--- src/rtl/camera_pixel_reconstruct_pkg.sv ---
// Shared types and default geometry for the camera pixel reconstruction block.
package camera_pkg;

    localparam int DEFAULT_H_RES = 320;
    localparam int DEFAULT_V_RES = 240;

    typedef enum logic [1:0] {
        WAIT_FRAME = 2'd0,
        BYTE_HI    = 2'd1,
        BYTE_LO    = 2'd2
    } state_t;

    typedef struct packed {
        logic [4:0] r;
        logic [5:0] g;
        logic [4:0] b;
    } rgb565_t;

endpackage

--- src/rtl/camera_pixel_reconstruct_if.sv ---
// Camera byte bus in, reconstructed pixel bus out; slave modport is the reconstruct block.
interface camera_pixel_reconstruct_if #(
    parameter int HCOUNT_WIDTH = 10,
    parameter int VCOUNT_WIDTH = 10
);
    logic                    camera_pclk_in;
    logic                    camera_hs_in;
    logic                    camera_vs_in;
    logic [7:0]              camera_data_in;
    logic                    pixel_valid_out;
    logic [HCOUNT_WIDTH-1:0] pixel_hcount_out;
    logic [VCOUNT_WIDTH-1:0] pixel_vcount_out;
    logic [4:0]              pixel_red_out;
    logic [5:0]              pixel_green_out;
    logic [4:0]              pixel_blue_out;
    logic                    frame_start_out;

    modport master (
        output camera_pclk_in, camera_hs_in, camera_vs_in, camera_data_in,
        input  pixel_valid_out, pixel_hcount_out, pixel_vcount_out,
        input  pixel_red_out, pixel_green_out, pixel_blue_out, frame_start_out
    );

    modport slave (
        input  camera_pclk_in, camera_hs_in, camera_vs_in, camera_data_in,
        output pixel_valid_out, pixel_hcount_out, pixel_vcount_out,
        output pixel_red_out, pixel_green_out, pixel_blue_out, frame_start_out
    );

endinterface

--- src/rtl/camera_pixel_reconstruct_edge_detect.sv ---
// Registered rise/fall detector; the reference sample only updates when en is high.
module edge_detect (
    input  logic clk,
    input  logic rst,
    input  logic en,
    input  logic sig,
    output logic rise,
    output logic fall
);

    logic prev;

    always_ff @(posedge clk) begin
        if (rst) begin
            prev <= 1'b0;
        end else if (en) begin
            prev <= sig;
        end
    end

    assign rise = en & sig & ~prev;
    assign fall = en & ~sig & prev;

endmodule

--- src/rtl/camera_pixel_reconstruct.sv ---
// RGB565 reassembly from an 8-bit camera bus with column/row tracking.
// Build option CAMERA_BYTE_SWAP_EN: first byte of each pair is the low byte.
module camera_pixel_reconstruct
    import camera_pkg::*;
#(
    parameter int H_RES        = DEFAULT_H_RES,
    parameter int V_RES        = DEFAULT_V_RES,
    parameter int HCOUNT_WIDTH = 10,
    parameter int VCOUNT_WIDTH = 10
) (
    input  logic                        clk_in,
    input  logic                        rst_in,
    camera_pixel_reconstruct_if.slave   bus
);

    function automatic logic [HCOUNT_WIDTH-1:0] hcount_inc(input logic [HCOUNT_WIDTH-1:0] c);
        return (&c) ? c : c + {{(HCOUNT_WIDTH-1){1'b0}}, 1'b1};
    endfunction

    function automatic logic [VCOUNT_WIDTH-1:0] vcount_inc(input logic [VCOUNT_WIDTH-1:0] c);
        return (&c) ? c : c + {{(VCOUNT_WIDTH-1){1'b0}}, 1'b1};
    endfunction

    logic pclk_rise, pclk_fall;
    logic hs_rise, hs_fall;
    logic vs_rise, vs_fall;
    logic unused_edges;

    edge_detect u_pclk_edge (
        .clk  (clk_in),
        .rst  (rst_in),
        .en   (1'b1),
        .sig  (bus.camera_pclk_in),
        .rise (pclk_rise),
        .fall (pclk_fall)
    );

    edge_detect u_hs_edge (
        .clk  (clk_in),
        .rst  (rst_in),
        .en   (pclk_rise),
        .sig  (bus.camera_hs_in),
        .rise (hs_rise),
        .fall (hs_fall)
    );

    edge_detect u_vs_edge (
        .clk  (clk_in),
        .rst  (rst_in),
        .en   (pclk_rise),
        .sig  (bus.camera_vs_in),
        .rise (vs_rise),
        .fall (vs_fall)
    );

    assign unused_edges = pclk_fall ^ hs_rise ^ vs_rise;

    state_t state, state_next;
    logic   latch_hi, emit, clr_frame, line_end;

    always_ff @(posedge clk_in) begin
        if (rst_in) begin
            state <= WAIT_FRAME;
        end else begin
            state <= state_next;
        end
    end

    // Frame sync dominates line activity; line end drops any half-formed pixel.
    always_comb begin
        state_next = state;
        latch_hi   = 1'b0;
        emit       = 1'b0;
        clr_frame  = 1'b0;
        line_end   = 1'b0;
        if (pclk_rise) begin
            if (state == WAIT_FRAME) begin
                if (vs_fall) begin
                    clr_frame  = 1'b1;
                    state_next = BYTE_HI;
                end
            end else if (bus.camera_vs_in) begin
                clr_frame  = 1'b1;
                state_next = BYTE_HI;
            end else if (hs_fall) begin
                line_end   = 1'b1;
                state_next = BYTE_HI;
            end else if (bus.camera_hs_in) begin
                if (state == BYTE_HI) begin
                    latch_hi   = 1'b1;
                    state_next = BYTE_LO;
                end else if (state == BYTE_LO) begin
                    emit       = 1'b1;
                    state_next = BYTE_HI;
                end else begin
                    state_next = WAIT_FRAME;
                end
            end
        end
    end

    // Stage p0: first byte of the pair held until its partner arrives
    logic [7:0] first_byte_p0;

    always_ff @(posedge clk_in) begin
        if (latch_hi) begin
            first_byte_p0 <= bus.camera_data_in;
        end
    end

    rgb565_t pixel_word;
    logic    in_range;

`ifdef CAMERA_BYTE_SWAP_EN
    assign pixel_word = rgb565_t'({bus.camera_data_in, first_byte_p0});
`else
    assign pixel_word = rgb565_t'({first_byte_p0, bus.camera_data_in});
`endif

    logic [HCOUNT_WIDTH-1:0] hcount;
    logic [VCOUNT_WIDTH-1:0] vcount;

    assign in_range = (int'(hcount) < H_RES) && (int'(vcount) < V_RES);

    // Stage p1: registered pixel presentation, one cycle after the low-byte edge
    logic                    vld_p1;
    logic                    frame_start_p1;
    rgb565_t                 pixel_p1;
    logic [HCOUNT_WIDTH-1:0] hcount_p1;
    logic [VCOUNT_WIDTH-1:0] vcount_p1;

    always_ff @(posedge clk_in) begin
        if (rst_in) begin
            hcount         <= '0;
            vcount         <= '0;
            vld_p1         <= 1'b0;
            frame_start_p1 <= 1'b0;
            pixel_p1       <= '0;
            hcount_p1      <= '0;
            vcount_p1      <= '0;
        end else begin
            vld_p1         <= 1'b0;
            frame_start_p1 <= pclk_rise & vs_fall;
            if (clr_frame) begin
                hcount <= '0;
                vcount <= '0;
            end
            if (line_end) begin
                hcount <= '0;
                vcount <= vcount_inc(vcount);
            end
            if (emit) begin
                hcount <= hcount_inc(hcount);
                if (in_range) begin
                    vld_p1    <= 1'b1;
                    pixel_p1  <= pixel_word;
                    hcount_p1 <= hcount;
                    vcount_p1 <= vcount;
                end
            end
        end
    end

    assign bus.pixel_valid_out  = vld_p1;
    assign bus.frame_start_out  = frame_start_p1;
    assign bus.pixel_hcount_out = hcount_p1;
    assign bus.pixel_vcount_out = vcount_p1;
    assign bus.pixel_red_out    = pixel_p1.r;
    assign bus.pixel_green_out  = pixel_p1.g;
    assign bus.pixel_blue_out   = pixel_p1.b;

endmodule

--- src/flat_wrapper.sv ---
// flat-port wrapper written by rule: the top's interface ports become plain ports
module camera_pixel_reconstruct_flat import camera_pkg::*;
#(
    parameter int H_RES        = DEFAULT_H_RES,
    parameter int V_RES        = DEFAULT_V_RES,
    parameter int HCOUNT_WIDTH = 10,
    parameter int VCOUNT_WIDTH = 10
)
  (clk_in, rst_in, bus_camera_pclk_in, bus_camera_hs_in, bus_camera_vs_in, bus_camera_data_in, bus_pixel_valid_out, bus_pixel_hcount_out, bus_pixel_vcount_out, bus_pixel_red_out, bus_pixel_green_out, bus_pixel_blue_out, bus_frame_start_out);
  camera_pixel_reconstruct_if #(.HCOUNT_WIDTH(HCOUNT_WIDTH), .VCOUNT_WIDTH(VCOUNT_WIDTH)) bus_i ();
  input  logic clk_in;
  input  logic rst_in;
  input wire logic [$bits(bus_i.camera_pclk_in)-1:0] bus_camera_pclk_in;
  input wire logic [$bits(bus_i.camera_hs_in)-1:0] bus_camera_hs_in;
  input wire logic [$bits(bus_i.camera_vs_in)-1:0] bus_camera_vs_in;
  input wire logic [$bits(bus_i.camera_data_in)-1:0] bus_camera_data_in;
  output wire logic [$bits(bus_i.pixel_valid_out)-1:0] bus_pixel_valid_out;
  output wire logic [$bits(bus_i.pixel_hcount_out)-1:0] bus_pixel_hcount_out;
  output wire logic [$bits(bus_i.pixel_vcount_out)-1:0] bus_pixel_vcount_out;
  output wire logic [$bits(bus_i.pixel_red_out)-1:0] bus_pixel_red_out;
  output wire logic [$bits(bus_i.pixel_green_out)-1:0] bus_pixel_green_out;
  output wire logic [$bits(bus_i.pixel_blue_out)-1:0] bus_pixel_blue_out;
  output wire logic [$bits(bus_i.frame_start_out)-1:0] bus_frame_start_out;
  assign bus_i.camera_pclk_in = bus_camera_pclk_in;
  assign bus_i.camera_hs_in = bus_camera_hs_in;
  assign bus_i.camera_vs_in = bus_camera_vs_in;
  assign bus_i.camera_data_in = bus_camera_data_in;
  assign bus_pixel_valid_out = bus_i.pixel_valid_out;
  assign bus_pixel_hcount_out = bus_i.pixel_hcount_out;
  assign bus_pixel_vcount_out = bus_i.pixel_vcount_out;
  assign bus_pixel_red_out = bus_i.pixel_red_out;
  assign bus_pixel_green_out = bus_i.pixel_green_out;
  assign bus_pixel_blue_out = bus_i.pixel_blue_out;
  assign bus_frame_start_out = bus_i.frame_start_out;
  camera_pixel_reconstruct #(.H_RES(H_RES), .V_RES(V_RES), .HCOUNT_WIDTH(HCOUNT_WIDTH), .VCOUNT_WIDTH(VCOUNT_WIDTH)) u_core (.clk_in(clk_in), .rst_in(rst_in), .bus(bus_i));
endmodule
--- config.mk ---
export PLATFORM = sky130hd
export DESIGN_NAME = camera_pixel_reconstruct_flat
export DESIGN_NICKNAME = d
export VERILOG_FILES = /design/src/rtl/camera_pixel_reconstruct_pkg.sv /design/src/rtl/camera_pixel_reconstruct_if.sv /design/src/rtl/camera_pixel_reconstruct_edge_detect.sv /design/src/rtl/camera_pixel_reconstruct.sv /design/src/flat_wrapper.sv
export SDC_FILE = /design/constraint.sdc
export NUM_CORES = 1
export LEC_CHECK = 0
export BUFFER_PORTS_ARGS = -buffer_cell sky130_fd_sc_hd__clkbuf_2
export CORE_MARGIN = 1.5
export CORE_UTILIZATION = 45
export DETAILED_ROUTE_END_ITERATION = 8
export PLACE_DENSITY = 0.74
export SLEW_MARGIN = 20
export SYNTH_ARGS = -nofsm -noshare
export SYNTH_HDL_FRONTEND = slang
export SYNTH_HIERARCHICAL = 1
export SYNTH_SLANG_ARGS = --single-unit
--- constraint.sdc ---
create_clock -name clk_in -period 2.4 [get_ports clk_in]
set_input_delay 0.48 -clock clk_in [delete_from_list [all_inputs] [get_ports clk_in]]
set_output_delay 0.48 -clock clk_in [all_outputs]
set_load 0.02 [all_outputs]
==> Word level (Yosys, flattened, before mapping) <==
Index checks and enable logic that the tools add are counted.
{ "word_totals": {"latchBits": 0, "mem_count": 0, "inputBits": 13, "out_inout_bits": 38, "mem_bits_ro": 0, "regBits": 71, "ramBits": 0} }
{ "classes": {"bitwise_logic": 10, "n_mul": 0, "n_div": 0, "eq_ne": 5, "n_shift": 0, "n_addsub": 2, "order_cmp": 2, "mux": 35, "n_reduce_logical": 12} }
{ "op_table": {"columns": ["operator", "n"], "rows": [
  ["$mux 10", 6],
  ["$mux 1", 23],
  ["$add 10x1->10 const B", 2],
  ["$reduce_and 10->1", 2],
  ["$mux 2", 6],
  ["$lt 10x8->1 const B", 1],
  ["$lt 10x9->1 const B", 1],
  ["$and 1x1->1", 6],
  ["$reduce_and 2->1", 3],
  ["$ne 2x2->1 const B", 2],
  ["$not 1->1", 4],
  ["$reduce_bool 4->1", 1],
  ["$reduce_and 3->1", 1],
  ["$reduce_bool 3->1", 1],
  ["$eq 2x1->1 const B", 1],
  ["$eq 2x2->1 const B", 1],
  ["$logic_not 2->1", 1],
  ["$ne 2x1->1 const B", 1],
  ["$reduce_bool 2->1", 1],
  ["$reduce_or 2->1", 1],
  ["$logic_and 1x1->1", 1]
]} }

==> Logic depth before layout (Yosys ltp) <==
{ "depth": {"depth_word": 10, "depth_mapped": 10, "depth_no_buf": 8} }

==> Hierarchy <==
The synthesis kept the hierarchy.
{ "modules_own_cells": {"columns": ["module", "area_per_inst_um2", "seq_area_each_um2", "n_inst", "cells_each"], "rows": [
  ["camera_pixel_reconstruct", 2741.4, 1441.4, 1, 320],
  ["edge_detect", 52.6, 20.0, 3, 6]
]} }

==> Worst setup path after synthesis <==
Ideal clock, no wire load.
{ "synth_path": {"path_kind": "in2reg", "startpoint": "input port bus_camera_pclk_in", "endpoint": "register u_core.vcount[4]", "t_required_ns": 2.330, "n_path_buf": 2, "arrival_ns": 2.501, "path_slack_ns": -0.171, "path_stages": 10, "setup_time_ns": 0.070, "path_cell_list": "nand2_1 > nor2_1 > and3b_2 > nand2_1 > or3_1 > buf_2 > o21a_1 > buf_2 > or3_1 > a21boi_1"} }
{ "synth_between": {"elab_chain_cells": 9, "word_cells_on_any_way": 16, "cone_classes": "1 x eq/ne; 8 x mux; 5 x bitwise; 2 x reduce/logical"} }
{ "synth_rtl": {"columns": ["item", "line", "rtl"], "rows": [
  ["from (decl)", "flat_wrapper.sv:13", "input wire logic [$bits(bus_i.camera_pclk_in)-1:0] bus_camera_pclk_in;"],
  ["$and 1x1->1 *", "camera_pixel_reconstruct_edge_detect.sv:21", "assign rise = en & sig & ~prev;"],
  ["via u_core.pclk_rise", "camera_pixel_reconstruct.sv:24", "logic pclk_rise, pclk_fall;"],
  ["$and 1x1->1 * (2 in a row)", "camera_pixel_reconstruct_edge_detect.sv:22", "assign fall = en & ~sig & prev;"],
  ["via u_core.hs_fall", "camera_pixel_reconstruct.sv:25", "logic hs_rise, hs_fall;"],
  ["$mux 1 *", "camera_pixel_reconstruct.sv:85", "end else if (hs_fall) begin"],
  ["$mux 1 *", "camera_pixel_reconstruct.sv:82", "end else if (bus.camera_vs_in) begin"],
  ["$mux 1 *", "camera_pixel_reconstruct.sv:77", "if (state == WAIT_FRAME) begin"],
  ["$mux 1 *", "camera_pixel_reconstruct.sv:76", "if (pclk_rise) begin"],
  ["$ne 2x2->1 (no line) or $reduce_bool 2->1 (tied branches)", null, null],
  ["$reduce_and 2->1 (no line)", null, null],
  ["to (signal assigned)", "camera_pixel_reconstruct.sv:150", "vcount <= vcount_inc(vcount);"],
  ["to (decl)", "camera_pixel_reconstruct.sv:121", "logic [VCOUNT_WIDTH-1:0] vcount;"]
]} }
The timed path passes the listed nets; every way through them passes the cells marked *.
A chain may end at the register's enable or synchronous reset.

==> Worst setup path in the final report <==
{ "layout_path": {"startpoint": "register u_core.u_pclk_edge.prev", "endpoint": "register u_core.vcount[6]"} }
{ "layout_between": {"word_cells_on_any_way": 17, "cone_classes": "1 x eq/ne; 8 x mux; 6 x bitwise; 2 x reduce/logical"} }
{ "layout_lines": {"columns": ["item", "line", "rtl"], "rows": [
  ["from (decl)", "camera_pixel_reconstruct_edge_detect.sv:11", "logic prev;"],
  ["from (signal assigned)", "camera_pixel_reconstruct_edge_detect.sv:17", "prev <= sig;"],
  ["$not 1->1", "camera_pixel_reconstruct_edge_detect.sv:21", null],
  ["$and 1x1->1", "camera_pixel_reconstruct_edge_detect.sv:21", null],
  ["via u_core.pclk_rise", "camera_pixel_reconstruct.sv:24", null],
  ["$and 1x1->1 (2 in a row)", "camera_pixel_reconstruct_edge_detect.sv:22", null],
  ["via u_core.vs_fall", "camera_pixel_reconstruct.sv:26", "logic vs_rise, vs_fall;"],
  ["$mux 1", "camera_pixel_reconstruct.sv:78", "if (vs_fall) begin"],
  ["$mux 1", "camera_pixel_reconstruct.sv:77", null],
  ["$mux 1", "camera_pixel_reconstruct.sv:76", null],
  ["$reduce_bool 2->1 (no line)", null, null],
  ["$reduce_and 2->1 (no line)", null, null]
]} }
The timed path passes the listed nets, and every way through them passes these cells.

==> impl_metrics.py <==
metrics = {
    "pwr": {
        "p_per_area_mw_per_mm2": 640,
        "p_int_mw": 1.73,
        "irDropWorstVdd_v": 0.000386,
        "p_seq_frac": 0.541,
        "p_sw_mw": 0.490,
        "p_leak_nw": 1.28,
        "combPwrFrac": 0.024,
        "clkPwrFrac": 0.435,
        "swShare": 0.220,
    },
    "setup_path": {
        "critPathArrivalTime_ns": 2.38,
        "r2r_end": "u_core/vcount[6]",
        "endpoint_kind": "flip-flop",
        "cpPeakStageDelay_ns": 0.44,
        "regToRegSetupSlack_ns": 0.30,
        "r2r_cells": 8,
        "cp-start-kind": "flip-flop",
        "path_class": "reg -> reg",
        "cpMaxStageDelayCell": "or4_1",
        "r2r-start": "u_core/u_pclk_edge/prev",
        "path_cells": "nor2_4 > buf_4 > and3b_2 > nand2_1 > mux2_2 > o21a_1 > or4_1 > a21boi_0",
        "cp.required_ns": 2.68,
        "crit_path_max_fanout": 10,
    },
    "grt": {
        "antenna_found_initial": 0,
        "grt_max_degree": 29,
        "grt_pass1_vias": 2338,
        "track_usage": 0.188,
        "grt.overflow.total": 0,
        "grt_pass1_wl_mm": 10.6,
    },
    "finish": {
        "layout_common_cells": "nand2_1 (87), dfxtp_1 (63), clkbuf_2 (50), a21oi_1 (47), nor2_1 (16)",
        "n_antenna_cell": 0,
        "layout_commonest_cell": "nand2_1",
        "synthToLayoutAreaGrowth_pct": 20.5,
        "drive_above_1_share": 0.231,
        "final_util": 0.573,
        "final_cells": 473,
        "nets": 408,
    },
    "timing": {
        "fmax_mhz": 476,
        "setup_tns_ns": 0,
        "layout_min_cycle_time_ns": 2.10,
        "drv_slew": 0,
        "skew_ns": 0.00631,
        "period_share": 0.876,
        "finalHoldViolCount": 0,
        "setup_violations": 0,
        "rsz0062_at_grt": "false",
    },
    "placed_design": {
        "dpl.cell_count": 457,
        "io_buffers": 50,
        "routabilityCongestion": 0.888,
        "hpwl_mm": 4.32,
    },
    "clocking": {
        "cts_root_buffer": "clkbuf_8",
        "clk_latency_ns": 0.35,
        "clock-sinks": 71,
        "cts_buffer_depth": 2,
        "cts_tree": "built",
        "htree_levels": 3,
        "cts-buffers-inserted": 9,
        "cts_setup_buffers": 0,
        "cts.clk_slew.worst_paths_ns": 0.08,
        "ctsHoldBuffers": 0,
        "post_cts_resize_count": 0,
    },
    "min_path": {
        "hp-class": "in -> reg",
        "min_to": "u_core/first_byte_p0[1]",
        "min_from": "bus_camera_data_in[1]",
        "hold_depth": 1,
    },
    "route": {
        "avgRoutedWirePerCell_um": 13.2,
        "drc": 0,
        "dr_total_vias": 2511,
        "dr.pass1.iters": 4,
        "drtIter0Drc": 138,
        "ant_nets": 0,
        "via_per_inst": 5.31,
        "drt-total-wl_mm": 6.22,
    },
    "synth": {
        "synth.avg_cell_area_um2": 8.60,
        "syn_area_mm2": 0.00288,
        "syn_inst": 335,
        "yosysWarnings": 6,
    },
    "floorplan": {
        "die_h_um": 83.0,
        "die_w_um": 83.0,
        "die_area_mm2": 0.00689,
        "initial_utilization": 0.475,
        "ioPinCount": 51,
        "design.core.area_mm2": 0.00606,
        "rows": 28,
    },
    "outcome": {
        "status": "finished, final reports clean",
    },
    "run": {
        "maxCapViolations": 0,
    },
}
routing by layer:
metal / vias to the layer above / global-route usage / part of all wire
li1: 1284 / - / -
met1: 1151 / 0.233 / 0.47
met2: 68 / 0.311 / 0.47
met3: 8 / 0.0427 / 0.045
met4: 0 / 0.0848 / 0.015
met5: - / 0 / 0
worst max path at each step:
stage	from	to	slack, ns	depth (start not counted)
after CTS	u_core/u_pclk_edge/prev	u_core/vcount[6]	0.31	8
after floorplan	bus_camera_pclk_in	u_core/vcount[4]	0.06	10
after detailed placement	bus_camera_pclk_in	u_core/vcount[6]	-0.01	10
after global routing	u_core/u_pclk_edge/prev	u_core/vcount[6]	0.15	7
final	u_core/u_pclk_edge/prev	u_core/vcount[6]	0.30	8
after global placement	bus_camera_pclk_in	u_core/hcount[3]	0.08	7
per-stage QoR:
stage                     power (mW)  hold WS, ns  setup slack (ns)  area [um^2]
after detailed placement        1.28        0.447           -0.0143         3260
after global placement          1.28        0.441            0.0815         3260
after CTS                       2.25        0.302             0.310         3470
final                           2.22        0.320             0.298         3470
after floorplan                 1.26        0.450            0.0639         2900
after global routing            2.30        0.307             0.147         3470
cell type report:
| cell class | instances | area, um^2 |
|---|---|---|
| well taps | 75 | 93.8 |
| multi-input cells | 246 | 1290 |
| repair buffers | 63 | 373 |
| clock buffers | 10 | 138 |
| fillers | 566 | 2590 |
| flip-flops and latches | 71 | 1500 |
| clock inverters | 6 | 68.8 |
| inverters | 2 | 7.51 |
critical path: cells and delay by family, from the launching register on:
family | cells | cell delay (ns)
AND/OR/NAND/NOR | 4 | 0.84
buffers and inverters | 1 | 0.16
multiplexers | 1 | 0.31
AO/OA/AOI/OAI | 2 | 0.38
flip-flops | 1 | 0.34
flip-flops by register name (all words and copies together), names as in the netlist, 2 cells and up:
signal                       flops
u_core/bus.pixel_blue_out        5
u_core/bus.pixel_green_out       6
u_core/bus.pixel_hcount_out     10
u_core/bus.pixel_red_out         5
u_core/bus.pixel_vcount_out     10
u_core/first_byte_p0             8
u_core/hcount                   10
u_core/state                     2
u_core/vcount                   10
power by group through the flow:
stage                     Combinational (mW)  Clock, mW  Sequential, mW
after floorplan                       0.0274          0            1.23
after global placement                0.0528          0            1.23
after detailed placement              0.0530          0            1.23
after CTS                             0.0532      0.999            1.20
after global routing                  0.0584       1.04            1.20
final                                 0.0533      0.967            1.20
No activity file was read; power rests on OpenSTA's default activity.
